**src/rtl/interrupt_controller.sv**
```systemverilog
// interrupt_controller
//
// Prioritised 8-input interrupt controller sitting between the I/O devices and
// the cpu core. Rising edges on IO are synchronised, edge-detected and latched
// as pending in IRR. The lowest-index pending source that is enabled in IMR_in
// is presented to the cpu on INT together with a synthesised interrupt
// instruction on INT_INSTR, and held until the cpu acknowledges it. A one-cycle
// DONE state after each acknowledge guarantees at least two low cycles of INT
// between consecutive requests.
//
// Ports:
//   clk        system clock, all state updates on the rising edge
//   rst_n      synchronous reset, active HIGH despite the name
//   IO[7:0]    asynchronous request lines, a request is a rising edge
//   IMR_in     enable mask, bit i = 1 enables source i
//   ACK        cpu acknowledge, only sampled while a request is presented
//   INT        registered interrupt request to the cpu
//   INT_INSTR  registered instruction handed to the cpu (NOP when idle)

module interrupt_controller #(
    parameter logic [4:0]  INT_OPCODE = 5'b01110,
    parameter logic [31:0] NOP_INSTR  = 32'h7800_0000
) (
    input  logic        clk,
    input  logic        rst_n,
    input  logic [7:0]  IO,
    input  logic [7:0]  IMR_in,
    input  logic        ACK,
    output logic        INT,
    output logic [31:0] INT_INSTR
);

    localparam logic [1:0] IDLE = 2'd0;
    localparam logic [1:0] REQ  = 2'd1;
    localparam logic [1:0] DONE = 2'd2;

    logic [1:0] state;
    logic [2:0] id;
    logic [7:0] sync1;
    logic [7:0] sync2;
    logic [7:0] prev;
    logic [7:0] irr;

    logic [7:0] rise;
    logic [7:0] elig;
    logic [7:0] ack_clr;
    logic [7:0] irr_next;
    logic [2:0] pick_id;

    assign rise = sync2 & ~prev;
    assign elig = irr & IMR_in;

    // Descending scan so the lowest set index is the one left standing.
    always_comb begin
        pick_id = 3'd0;
        for (int i = 7; i >= 0; i--) begin
            if (elig[i]) begin
                pick_id = i[2:0];
            end
        end
    end

    // A fresh rise on the acknowledged bit is OR-ed in after the clear, so
    // the new request survives.
    always_comb begin
        ack_clr = 8'b0;
        if (state == REQ && ACK) begin
            ack_clr[id] = 1'b1;
        end
        irr_next = (irr & ~ack_clr) | rise;
    end

    always_ff @(posedge clk) begin
        if (rst_n) begin
            sync1     <= 8'b0;
            sync2     <= 8'b0;
            prev      <= 8'b0;
            irr       <= 8'b0;
            state     <= IDLE;
            id        <= 3'd0;
            INT       <= 1'b0;
            INT_INSTR <= NOP_INSTR;
        end else begin
            sync1 <= IO;
            sync2 <= sync1;
            prev  <= sync2;
            irr   <= irr_next;
            case (state)
                IDLE: begin
                    if (|elig) begin
                        id        <= pick_id;
                        state     <= REQ;
                        INT       <= 1'b1;
                        INT_INSTR <= {INT_OPCODE, 24'b0, pick_id};
                    end
                end
                // Presented request is frozen until ACK; mask and new
                // requests are deliberately ignored here.
                REQ: begin
                    if (ACK) begin
                        state     <= DONE;
                        INT       <= 1'b0;
                        INT_INSTR <= NOP_INSTR;
                    end
                end
                DONE: begin
                    state <= IDLE;
                end
                default: begin
                    state     <= IDLE;
                    INT       <= 1'b0;
                    INT_INSTR <= NOP_INSTR;
                end
            endcase
        end
    end

endmodule

```
**config.mk**
```make
export PLATFORM = sky130hd
export DESIGN_NAME = interrupt_controller
export DESIGN_NICKNAME = d
export VERILOG_FILES = /design/src/rtl/interrupt_controller.sv
export SDC_FILE = /design/constraint.sdc
export NUM_CORES = 1
export LEC_CHECK = 0
export BUFFER_PORTS_ARGS = -buffer_cell sky130_fd_sc_hd__buf_4
export CORE_MARGIN = 3
export CORE_UTILIZATION = 49
export CTS_CLUSTER_SIZE = 30
export DETAILED_ROUTE_END_ITERATION = 8
export GPL_TIMING_DRIVEN = 0
export PLACE_DENSITY = 0.8
export SYNTH_ARGS = -nofsm -noshare
export SYNTH_HDL_FRONTEND = slang
export SYNTH_SLANG_ARGS = --single-unit
```
**constraint.sdc**
```tcl
create_clock -name clk -period 1.82 [get_ports clk]
set_clock_uncertainty 0.1 [all_clocks]
set_input_delay 0.091 -clock clk [delete_from_list [all_inputs] [get_ports clk]]
set_output_delay 0.091 -clock clk [all_outputs]
set_load 0.02 [all_outputs]
```
==> flow_summary.json <==
{
  "outcome": "finished, final reports clean",
  "clk_latency_ns": 0.35,
  "synthAdderAreaFrac_pct": 0,
  "firstDrtPassIters": 4,
  "post-route-min-period_ns": 1.52,
  "endpoint_kind": "flop",
  "synth.area.mux_share_pct": 0,
  "nets": 257,
  "io_buffers": 23,
  "antenna_left": 0,
  "core_mm2": 0.00313,
  "finalNonFillerCells": 283,
  "relSlewSlack_pct": 66.4,
  "cts_buffers": 5,
  "cts-root-buf": "clkbuf_4",
  "crit_start": "irr[2]",
  "cts.sinks": 42,
  "cts.reportedPaths.clkPinSlew_ns": 0.12,
  "clock_path_buffers": 2,
  "fmax_mhz": 657,
  "syn2layout_area_growth_pct": 30.4,
  "setup_viol": 0,
  "synth_compound_area_share_pct": 15.0,
  "cp.required_ns": 1.95,
  "h-tree-depth": 2,
  "setup_slack_ns": 0.298,
  "cp_slowest_cell": "dfxtp_1",
  "path_class": "reg2reg",
  "synthSimpleGateAreaFrac_pct": 20.2,
  "vias": 1211,
  "maxSlewViolCount": 0,
  "critPathTopFamily": "compound AO/OA/AOI/OAI gates",
  "synth_area_per_cell_um2": 9.63,
  "wl_per_cell_um": 10.3,
  "cts_tree": "built",
  "grt_setup_unrepaired": "no",
  "leakage_nw": 0.942,
  "ir_drop_mv": 0.541,
  "synth_top_family_by_area": "simple AND/OR/NAND/NOR gates",
  "fp-row-count": 20,
  "finalCritPeriodShare_pct": 83.6,
  "gr-usage-all-layers_pct": 15.1,
  "yosysSeqAreaShare_pct": 50.8,
  "drv_cap": 0,
  "drt_iter0_markers": 33,
  "dpl_worst_slack_ns": 0.301,
  "synth_top_area_share_pct": 50.8,
  "critPathArrivalTime_ns": 1.65,
  "die_w_um": 64.1,
  "cts_setup_buffers": 0,
  "synth-edff-count": 0,
  "worstHoldStart": "IMR_in[0]",
  "crit_path_start_kind": "flop",
  "gp_congestion": 0.893,
  "place_inst": 265,
  "routed_wl_um": 2900,
  "cp_cell_sequence": "a22oi_1, nand2_1, o21ai_4, o21bai_2, a21oi_1",
  "tightest_slew_ns": 0.505,
  "pin_count": 52,
  "grt_antenna_before_repair": 0,
  "yosysWarnings": 0,
  "grt_max_degree": 14,
  "synth.area.top_cells": "dfxtp_1, buf_4, nor2b_1",
  "finalSetupTns_ns": 0,
  "holdCritPathClass": "in2reg",
  "start_util_pct": 53.0,
  "dieHeight_um": 64.1,
  "antenna_cells": 0,
  "ys_async_sr_fraction_pct": 0,
  "rr_startpoint": "irr[2]",
  "gr-total-overflow": 0,
  "synth_xor_area_share_pct": 0,
  "synth_area_mm2": 0.00166,
  "p_per_area_mw_per_mm2": 879,
  "grt_pass1_vias": 1087,
  "synth.distinct_cells": 27,
  "crit_buf_inv": 0,
  "drive_gt1_share_pct": 26.4,
  "drcViolationCount": 0,
  "via_per_inst": 4.28,
  "die_area_mm2": 0.00411,
  "synthFlopType": "dfxtp_1",
  "yosys.area.top_type": "dfxtp_1",
  "hold_violations": 0,
  "slowest_delay_ns": 0.34,
  "grt_first_pass_wirelength_um": 4710,
  "ys_seq_elements": 42,
  "worstPathMaxFanout": 10,
  "syn_inst": 172,
  "final_core_util_pct": 69.1,
  "dp_hpwl_um": 2070
}
[cell families (layout without fill, tap and decap cells)]
group | Yosys count | after routing
other | 2 | 28
DFF | 42 | 42
AOI/OAI and AO/OA | 38 | 38
and+or+nand+nor | 58 | 58
buffers and inverters | 32 | 73
[worst min-delay path: stages]
cell and delay [ns]:
buf_4 0.10, a22oi_2 0.06, nand4_1 0.12, a21oi_1 0.07
[area by class of cell]
type	instances	area (um^2)
Sequential cell	42	841
Clock buffer	6	41.3
Fill cell	266	967
Tap cell	44	55.1
Clock inverter	2	37.5
Buffer	32	225
Multi-Input combinational cell	124	688
Timing Repair Buffer	33	273
[cells in the mapped netlist (2+ instances only)]
master / number
dfxtp_1: 42
buf_4: 28
nor2b_1: 24
a21oi_1: 17
nand2_1: 11
nand2b_1: 11
o21ai_0: 6
clkbuf_1: 4
nand3_1: 4
nor2_1: 3
a22o_1: 2
a22oi_2: 2
conb_1: 2
o21ai_1: 2
o31ai_1: 2
[power breakdown]
group | leakage [nW] | internal [mW] | total, mW | switching (mW)
clock | 0.0385 | 0.290 | 0.583 | 0.293
combinational | 0.559 | 0.152 | 0.315 | 0.163
sequential | 0.345 | 0.971 | 1.00 | 0.0305
[worst paths after layout]
check	endpoint	slack (ns)	cells past startpoint
min reg2reg	sync2[4]	0.35	1
max reg2reg	id[0]	0.30	5
min	id[2]	0.02	4
max	id[0]	0.30	5
[placed cells by master, fill, tap and decap left out, types with 3 or more instances in the layout]
| cell | count |
|---|---|
| dlygate4sd3_1 | 10 |
| clkbuf_1 | 5 |
| nand2b_1 | 11 |
| o21ai_0 | 6 |
| a21oi_1 | 17 |
| clkbuf_4 | 5 |
| nand2_1 | 11 |
| nor2b_1 | 24 |
| dfxtp_1 | 42 |
| nand3_1 | 4 |
| buf_4 | 51 |
| conb_1 | 28 |
| nor2_1 | 3 |
[flip-flops by register name (all words and copies together) (netlist names)]
name / count
irr: 8
prev: 8
sync1: 8
sync2: 8
INT_INSTR: 4
id: 3
state: 2
INT: 1
[layer usage]
layer	global-route usage (%)	up-vias	share of wire [%]
li1	-	650	-
met1	17.0	522	42
met2	25.2	31	50
met3	4.75	8	5.8
met4	8.71	0	2.3
met5	0	-	0
[what timing repair did]
item | 4_1_cts | 5_1_grt
hold buffers | 10 | 0
endpoints found under the setup margin | 0 | 0
endpoints found under the hold margin | 10 | 0
resized for setup | 0 | 0
[stage by stage]
stage          hold WS, ns  power, mW  instance area (um^2)
2_1_floorplan       0.0626       1.24                  1750
3_3_place_gp         0.195       1.31                  1980
3_5_place_dp         0.201       1.32                  1980
4_1_cts             0.0170       1.91                  2160
5_1_grt             0.0449       2.00                  2160
6_report            0.0214       1.90                  2160
No activity file was read; power rests on OpenSTA's default activity.
